===== src/rtl/spi_pkg.sv =====
// Shared definitions for the SPI master: FSM state encoding, widths and
// the transfer-length helper used when a request is accepted.
package spi_pkg;

  localparam int SPI_MAX_BITS = 32;
  localparam int SPI_NBITS_W  = 6;

  typedef enum logic [2:0] {
    ST_IDLE,
    ST_LEAD,
    ST_LOW,
    ST_HIGH,
    ST_TRAIL,
    ST_GAP
  } spi_state_e;

  // Requested length field is "bits minus one"; anything past 31 is clamped to a full word.
  function automatic logic [SPI_NBITS_W-1:0] xfer_len(input logic [SPI_NBITS_W-1:0] nbits);
    return (nbits > 6'd31) ? 6'd32 : (nbits + 6'd1);
  endfunction

endpackage


===== src/rtl/spi_master_if.sv =====
// Sequencer-side request/response bundle of the SPI master.
// The master modport is the sequencer; the slave modport is spi_master.
interface spi_master_if;
  import spi_pkg::*;

  logic                           spi_request;
  logic [SPI_MAX_BITS-1:0]        spi_mosi_data;
  logic [SPI_NBITS_W-1:0]         spi_nbits;
  logic                           spi_ready;
  logic [SPI_MAX_BITS-1:0]        spi_miso_data;

  modport master (
    output spi_request, spi_mosi_data, spi_nbits,
    input  spi_ready, spi_miso_data
  );

  modport slave (
    input  spi_request, spi_mosi_data, spi_nbits,
    output spi_ready, spi_miso_data
  );

endinterface


===== src/rtl/spi_half_period_timer.sv =====
// Half-period down-counter: reloads to CLK_DIV-1 on load, ticks on its last cycle.
// The FSM reloads it on every state change so each state lasts exactly CLK_DIV cycles.
module spi_half_period_timer #(
  parameter int CLK_DIV = 4
) (
  input  logic clk_in,
  input  logic nrst,
  input  logic load,
  output logic tick
);

  localparam logic [7:0] RELOAD = 8'(CLK_DIV - 1);

  logic [7:0] cnt;

  always_ff @(posedge clk_in or negedge nrst) begin
    if (!nrst)
      cnt <= 8'd0;
    else if (load)
      cnt <= RELOAD;
    else
      cnt <= cnt - 8'd1;
  end

  assign tick = (cnt == 8'd0);

endmodule


===== src/rtl/spi_master.sv =====
// Mode-3 SPI master: one full-duplex 1..32 bit transfer per request, MSB first,
// registered SCLK/CS_n/MOSI, one-cycle ready pulse carrying the received word.
module spi_master
  import spi_pkg::*;
#(
  parameter int CLK_DIV = 4
) (
  input  logic          clk_in,
  input  logic          nrst,
  spi_master_if.slave   bus,
  output logic          spi_sclk,
  output logic          spi_cs_n,
  output logic          spi_mosi,
  input  logic          spi_miso
);

  spi_state_e                 state_q, state_d;
  logic [SPI_MAX_BITS-1:0]    tx_q, tx_d;
  logic [SPI_MAX_BITS-1:0]    rx_q, rx_d;
  logic [SPI_NBITS_W-1:0]     cnt_q, cnt_d;
  logic                       sclk_q, sclk_d;
  logic                       cs_n_q, cs_n_d;
  logic                       mosi_q, mosi_d;
  logic                       ready_q, ready_d;
  logic [SPI_MAX_BITS-1:0]    miso_q, miso_d;

  logic                       tick;
  logic                       accept;
  logic [SPI_NBITS_W-1:0]     len;
  logic [SPI_MAX_BITS-1:0]    tx_load;

  spi_half_period_timer #(.CLK_DIV(CLK_DIV)) u_timer (
    .clk_in (clk_in),
    .nrst   (nrst),
    .load   ((state_q == ST_IDLE) || tick),
    .tick   (tick)
  );

  always_ff @(posedge clk_in or negedge nrst) begin
    if (!nrst) begin
      state_q <= ST_IDLE;
      tx_q    <= '0;
      rx_q    <= '0;
      cnt_q   <= '0;
      sclk_q  <= 1'b1;
      cs_n_q  <= 1'b1;
      mosi_q  <= 1'b0;
      ready_q <= 1'b0;
      miso_q  <= '0;
    end else begin
      state_q <= state_d;
      tx_q    <= tx_d;
      rx_q    <= rx_d;
      cnt_q   <= cnt_d;
      sclk_q  <= sclk_d;
      cs_n_q  <= cs_n_d;
      mosi_q  <= mosi_d;
      ready_q <= ready_d;
      miso_q  <= miso_d;
    end
  end

  always_comb begin
    state_d = state_q;
    tx_d    = tx_q;
    rx_d    = rx_q;
    cnt_d   = cnt_q;
    sclk_d  = sclk_q;
    cs_n_d  = cs_n_q;
    mosi_d  = mosi_q;
    ready_d = 1'b0;
    miso_d  = miso_q;
    accept  = 1'b0;
    // Left-align the word so the first bit to send always sits in tx[31].
    len     = xfer_len(bus.spi_nbits);
    tx_load = bus.spi_mosi_data << (6'd32 - len);

    case (state_q)
      ST_IDLE: accept = bus.spi_request;
      ST_LEAD: if (tick) begin
        sclk_d  = 1'b0;
        state_d = ST_LOW;
      end
      ST_LOW: if (tick) begin
        sclk_d  = 1'b1;
        rx_d    = {rx_q[SPI_MAX_BITS-2:0], spi_miso};
        cnt_d   = cnt_q - 6'd1;
        state_d = ST_HIGH;
      end
      ST_HIGH: if (tick) begin
        if (cnt_q != '0) begin
          sclk_d  = 1'b0;
          tx_d    = {tx_q[SPI_MAX_BITS-2:0], 1'b0};
          mosi_d  = tx_q[SPI_MAX_BITS-2];
          state_d = ST_LOW;
        end else begin
          state_d = ST_TRAIL;
        end
      end
      ST_TRAIL: if (tick) begin
        cs_n_d  = 1'b1;
        mosi_d  = 1'b0;
        state_d = ST_GAP;
      end
      ST_GAP: if (tick) begin
        miso_d  = rx_q;
        ready_d = 1'b1;
        state_d = ST_IDLE;
        // The GAP exit edge doubles as the first IDLE sample, so a held
        // request restarts with exactly CLK_DIV cycles of CS high.
        accept  = bus.spi_request;
      end
      default: state_d = ST_IDLE;
    endcase

    if (accept) begin
      tx_d    = tx_load;
      mosi_d  = tx_load[SPI_MAX_BITS-1];
      cnt_d   = len;
      rx_d    = '0;
      cs_n_d  = 1'b0;
      state_d = ST_LEAD;
    end
  end

  assign spi_sclk          = sclk_q;
  assign spi_cs_n          = cs_n_q;
  assign spi_mosi          = mosi_q;
  assign bus.spi_ready     = ready_q;
  assign bus.spi_miso_data = miso_q;

endmodule


===== src/flat_wrapper.sv =====
// flat-port wrapper written by rule: the top's interface ports become plain ports
module spi_master_flat import spi_pkg::*;
#(
  parameter int CLK_DIV = 4
)
  (clk_in, nrst, spi_sclk, spi_cs_n, spi_mosi, spi_miso, bus_spi_request, bus_spi_mosi_data, bus_spi_nbits, bus_spi_ready, bus_spi_miso_data);
  spi_master_if bus_i ();
  input  logic clk_in;
  input  logic nrst;
  output logic spi_sclk;
  output logic spi_cs_n;
  output logic spi_mosi;
  input  logic spi_miso;
  input wire logic [$bits(bus_i.spi_request)-1:0] bus_spi_request;
  input wire logic [$bits(bus_i.spi_mosi_data)-1:0] bus_spi_mosi_data;
  input wire logic [$bits(bus_i.spi_nbits)-1:0] bus_spi_nbits;
  output wire logic [$bits(bus_i.spi_ready)-1:0] bus_spi_ready;
  output wire logic [$bits(bus_i.spi_miso_data)-1:0] bus_spi_miso_data;
  assign bus_i.spi_request = bus_spi_request;
  assign bus_i.spi_mosi_data = bus_spi_mosi_data;
  assign bus_i.spi_nbits = bus_spi_nbits;
  assign bus_spi_ready = bus_i.spi_ready;
  assign bus_spi_miso_data = bus_i.spi_miso_data;
  spi_master #(.CLK_DIV(CLK_DIV)) u_core (.clk_in(clk_in), .nrst(nrst), .bus(bus_i), .spi_sclk(spi_sclk), .spi_cs_n(spi_cs_n), .spi_mosi(spi_mosi), .spi_miso(spi_miso));
endmodule

===== config.mk =====
export PLATFORM = sky130hd
export DESIGN_NAME = spi_master_flat
export DESIGN_NICKNAME = d
export VERILOG_FILES = /design/src/rtl/spi_pkg.sv /design/src/rtl/spi_master_if.sv /design/src/rtl/spi_half_period_timer.sv /design/src/rtl/spi_master.sv /design/src/flat_wrapper.sv
export SDC_FILE = /design/constraint.sdc
export NUM_CORES = 1
export LEC_CHECK = 0
export CAP_MARGIN = 5
export CORE_MARGIN = 2
export CORE_UTILIZATION = 30
export DETAILED_ROUTE_END_ITERATION = 16
export HOLD_SLACK_MARGIN = 0.05
export SYNTH_ARGS = -nofsm -noshare
export SYNTH_HDL_FRONTEND = slang
export SYNTH_SLANG_ARGS = --single-unit

===== constraint.sdc =====
create_clock -name clk_in -period 2.8 [get_ports clk_in]
set_input_delay 0.56 -clock clk_in [delete_from_list [all_inputs] [get_ports clk_in]]
set_output_delay 0.56 -clock clk_in [all_outputs]
set_load 0.01 [all_outputs]

======== Word-level counts from Yosys, hierarchy flattened ========
Index checks and enable logic that the tools add are counted.
storage, ports and cells
  bits in registers ....................... 116
  logic and storage cells ................. 85
  input bits .............................. 42
  output and inout bits ................... 36
operators by class
  reduce and logical (&&, ||, !) cells .... 18
  add/subtract/negate cells ............... 4
  shift operators ......................... 1
  equal/unequal tests ..................... 16
  order comparisons ....................... 1
  muxes and demuxes ....................... 35
operators with widths
  operator                                                                         number
  31-bit two-way mux                                                               4
  32-bit two-way mux                                                               3
  32-bit by 6-bit << shifter with 32-bit output                                    1
  6-bit two-way mux                                                                4
  3-bit two-way mux                                                                7
  3-bit by 1-bit inequality test with 1-bit output, second input constant          6
  3-bit case mux with 6 select lines                                               1
  1-bit two-way mux                                                                12
  2-bit by 1-bit inequality test with 1-bit output, second input constant          5
  2-bit nonzero test                                                               5
  8-bit logical NOT                                                                1
  8-bit two-way mux                                                                1
  8-bit by 1-bit subtractor with 8-bit output, second input constant               1
  6-bit by 1-bit adder with 6-bit output, second input constant                    1
  3-bit by 2-bit equality test with 1-bit output, second input constant            2
  3-bit equality test, second input constant                                       2
  6-bit by 5-bit greater-than comparator with 1-bit output, second input constant  1
  2-bit AND reduction                                                              3
  6-bit AND reduction                                                              1
  3-bit nonzero test                                                               2
  6-bit nonzero test                                                               1
  6-bit by 1-bit subtractor with 6-bit output, second input constant               1
  6-bit subtractor, first input constant                                           1
  5-bit AND reduction                                                              1
  other kinds (7)                                                                  8

======== Depth between registers and ports, before layout ========
  depth in word-level cells ............... 5
  depth in mapped cells ................... 13
  depth with buffers taken out ............ 9

======== Cells and area by module ========
From an unflattened synthesis, not the netlist that was laid out.
unflattened totals
  cells, all modules ...................... 772
  area, all modules ....................... 6870.3 µm²
by module, submodules not included
  module                 area each (µm²)  cells an instance  times used
  spi_master             6478.7           736                1
  spi_half_period_timer  391.6            36                 1

======== Worst setup path after synthesis ========
Ideal clock, no wire load.
  kind .................................... input port to flip-flop
  start point ............................. input port bus_spi_nbits[5]
  end point ............................... register u_core.tx_q[23]
  slack ................................... -0.566 ns
  path buffers ............................ 5
  stages .................................. 12
  arrival ................................. 3.262 ns
  cell sequence ........................... nor2_2 -> inv_2 -> buf_4 -> buf_2 -> ha_1 -> clkbuf_1 -> clkbuf_1 -> clkbuf_1 -> mux4_2 -> nand2_1 -> o211ai_1 -> a221oi_1
on the way
  longest elaborated chain between the ends .. 5
RTL lines
  element                                                                                                                    RTL line            source
  start, declared                                                                                                            flat_wrapper.sv:16  input wire logic [$bits(bus_i.spi_nbits)-1:0] bus_spi_nbits;
  6-bit by 1-bit adder with 6-bit output / 6-bit by 5-bit greater-than comparator with 1-bit output (equally long branches)  spi_pkg.sv:19       return (nbits > 6'd31) ? 6'd32 : (nbits + 6'd1);
  6-bit two-way mux (*)                                                                                                      spi_pkg.sv:19
  6-bit subtractor (*)                                                                                                       spi_master.sv:76    tx_load = bus.spi_mosi_data << (6'd32 - len);
  32-bit by 6-bit << shifter with 32-bit output (*)                                                                          spi_master.sv:76
  31-bit two-way mux (*)                                                                                                     spi_master.sv:116   if (accept) begin
  end signal, assigned                                                                                                       spi_master.sv:52    tx_q <= tx_d;
  end, declared                                                                                                              spi_master.sv:18    logic [SPI_MAX_BITS-1:0] tx_q, tx_d;
Every way passes the cells marked *; elsewhere a longest branch is shown, timed or not.
A chain may end at the register's enable or synchronous reset.

======== Worst setup path in the final report ========
  start point ............................. input port bus_spi_nbits[1]
  end point ............................... register u_core.tx_q[27]
The elaborated chain is that of the path after synthesis.

==> results.md <==
- Final core utilization: 40.9%
- Fin crit share: 98.8%
- Worst EP required: 3140 ps
- GRT overflow: 0
- Area delta synth->final: 34.9%
- Synth Register Bits: 116
- Via density: 5.02
- Yosys top cell area share: 41.9%
- Detail Placement HPWL: 12500 µm
- N_diodes: 0
- First-pass GRT wire length: 28800 µm
- CTS Buf Count: 17
- Hold Vio Cnt, Final: 0
- Distinct cells, synth: 61
- Asr flop ratio synth: 100%
- CTS tree: built
- Static leakage: 4.10 nW
- Pre-CTS setup slack: -635 ps
- DIE WIDTH: 155 µm
- Cell area power density: 706 nW/µm²
- Hold WS: 168 ps
- H-tree Lvls: 4
- Number of flops mapped to enable cells by yosys: 0
- First-iteration detailed-routing DRC count: 379
- Final Max Tran Viols: 0
- Core ar.: 22400 µm²
- Max clock buf depth: 2
- Port buffer count: 77
- Met2 Resource Use GR: 23.9%
- Fillcell total: 2204
- Top_reg_cell synth: dfrtp_1
- Met1 usage: 20.7%
- Synth top area cells: dfrtp_1 42%, mux4_2 7.6%, mux2i_1 7.1%
- Yosys warns: 0
- Met3 usage: 2.35%
- Initial antenna violation count: 0
- Max Clock Freq: 361 MHz
- HP Class: in2async
- Worst-margin pin slew: 636 ps
- 1st-pass router iterations: 4
- Fraction of layout cells with a size suffix above 1: 25.2%
- Commonest cells post-synth: 126 x nand2_1, 114 x dfrtp_1, 61 x a21oi_1, 48 x mux2i_1, 48 x nor2_1
- Clk pin slew, worst setup/hold paths: 60 ps
- Rel. slew slack: 57.6%
- CP max FO: 7
- Max-cap viol count: 0
- Die H: 155 µm
- Routed len/inst: 15.3 µm
- Maximum number of pins on one net before global-route repair: 52
- Worst EP arrival: 3110 ps
- Minimum clock period: 2770 ps
- GPL Wtd Cong: 0.858
- Vias in the first global route: 5668
- Final wirelength: 17200 µm
- Detail Route Antenna Nets: 0
- Worst setup EP type: register
- Design Power: 6.48 mW
- Clock root buffer: clkbuf_16
- I/O pins: 78
- Cell Area, Synth: 6810 µm²
- Seq/Total Area, Yosys: 42.7%
- Worst ir drop on vdd: 336 µV
- Count leader, synth: nand2_1
- DR DRC count: 0
- Crit Path Class: in2reg
- Top Usage Layer GRT: met2
- Final Skew: 6.03 ps
- Post-Syn Area per Cell: 9.91 µm²
- Worst setup SP type: input port
- # rows: 55
- NumNets Final: 879
- Synth Net Count: 735
- Status: completed
- Gate Count Post-Synth: 687
- DIE AREA: 23900 µm²
- Vias: 5671
- Gr usage total: 14.8%
- Final Worst Setup Slack: 32.3 ps
- RSZ-0062 raised after global routing: yes
- CTS Sinks: 116
- Worst skew pair latency: 410 ps
- Initial Util: 30.3%
- Cell taking the most area after synthesis: dfrtp_1
- Final Setup Violations: 0
==> metal layers <==
layer  vias to the layer above  routed length [µm]  share of wire [%]
met5                         -                   0                  0
met1                      2790                8070                 47
met3                        11                 696                4.0
met2                       128                8290                 48
met4                         0                 170               0.99
li1                       2742                   -                  -
==> cells by family (layout without fill, tap and decap cells) <==
kind of cell / after synthesis / count (layout) / synth area share [%]
adder cells (fa/ha/maj): 6 / 6 / 1.10
AO/OA/AOI/OAI: 137 / 137 / 12.2
flip-flops: 116 / 116 / 42.7
XOR/XNOR: 16 / 16 / 2.28
multiplexers: 113 / 113 / 22.3
buffers and inverters: 59 / 216 / 3.68
AND/OR/NAND/NOR: 240 / 240 / 15.8
==> registers in the layout, indices dropped and copies added, names as in the netlist <==
register and cells:
u_core.rx_q 32, u_core.bus.spi_miso_data 32, u_core.u_timer.cnt 8, u_core.cnt_q 6, u_core.spi_sclk 1, u_core.spi_mosi 1
u_core.bus.spi_ready 1, u_core.state_q 3, u_core.tx_q 31, u_core.spi_cs_n 1
==> through the flow <==
stage	area, µm²	setup TNS [ps]	cells
floorplan	6860	-528	687
global placement	8530	-14060	1092
detailed placement	8530	-15110	1092
CTS	9110	0	1127
global route	9180	-81.6	1129
finish	9180	0	1129
==> cells in the final DEF, fill, tap and decap left out, types with 8 or more instances in the layout <==
cell type	count
nand2_1	126
dfrtp_1	114
buf_4	84
clkdlybuf4s50_1	73
a21oi_1	59
mux2i_1	48
nor2_1	47
mux2_2	39
mux4_2	23
o21ai_0	21
clkbuf_16	17
inv_1	15
nand3_1	12
or3_1	9
nor3_1	8
xnor2_1	8
o21ai_1	8
inv_6	8
==> power breakdown <==
group	switching (mW)	internal, mW
clock	0.859	1.16
combinational	0.883	0.926
sequential	0.412	2.24
==> layout make-up <==
class / instances / area [µm²] / area share, %
multi-input combinational: 512 / 3770 / 41.1
sequential: 116 / 2910 / 31.6
timing repair buffer: 168 / 1540 / 16.8
clock buffer: 18 / 429 / 4.67
tap: 285 / 357 / 3.88
clock inverter: 14 / 119 / 1.29
inverter: 16 / 60.1 / 0.654
==> critical path, cell delays in order <==
cell           delay [ps]
dlygate4sd2_1         270
ha_4                  290
nand2b_4               60
ha_4                  160
or3_4                 400
nand2_8               100
buf_4                 110
mux4_2                490
mux4_2                490
o22ai_2               170
==> worst paths after layout <==
path                                                 start                                        to  slack (ps)  depth (start not counted)
max in group asynchronous                             nrst               u_core.spi_sclk$_DFFE_PN1P_        1920                          2
max reg2reg                u_core.u_timer.cnt[3]$_DFF_PN0_               u_core.cnt_q[4]$_DFFE_PN0P_         270                          8
min in group clk_in        u_core.u_timer.cnt[0]$_DFF_PN0_           u_core.u_timer.cnt[0]$_DFF_PN0_         460                          1
min                                                   nrst  u_core.bus.spi_miso_data[24]$_DFFE_PN0P_         170                          1
max                                       bus_spi_nbits[1]               u_core.tx_q[27]$_DFFE_PN0P_          30                         10
min reg2reg                u_core.u_timer.cnt[0]$_DFF_PN0_           u_core.u_timer.cnt[0]$_DFF_PN0_         460                          1
==> what timing repair did <==
item,in CTS,in global routing
setup endpoints to repair,22,16
resized for setup,4,9
hold buffers,0,0
pin swaps,4,2
setup buffers,3,2
No activity file was read; power rests on OpenSTA's default activity.
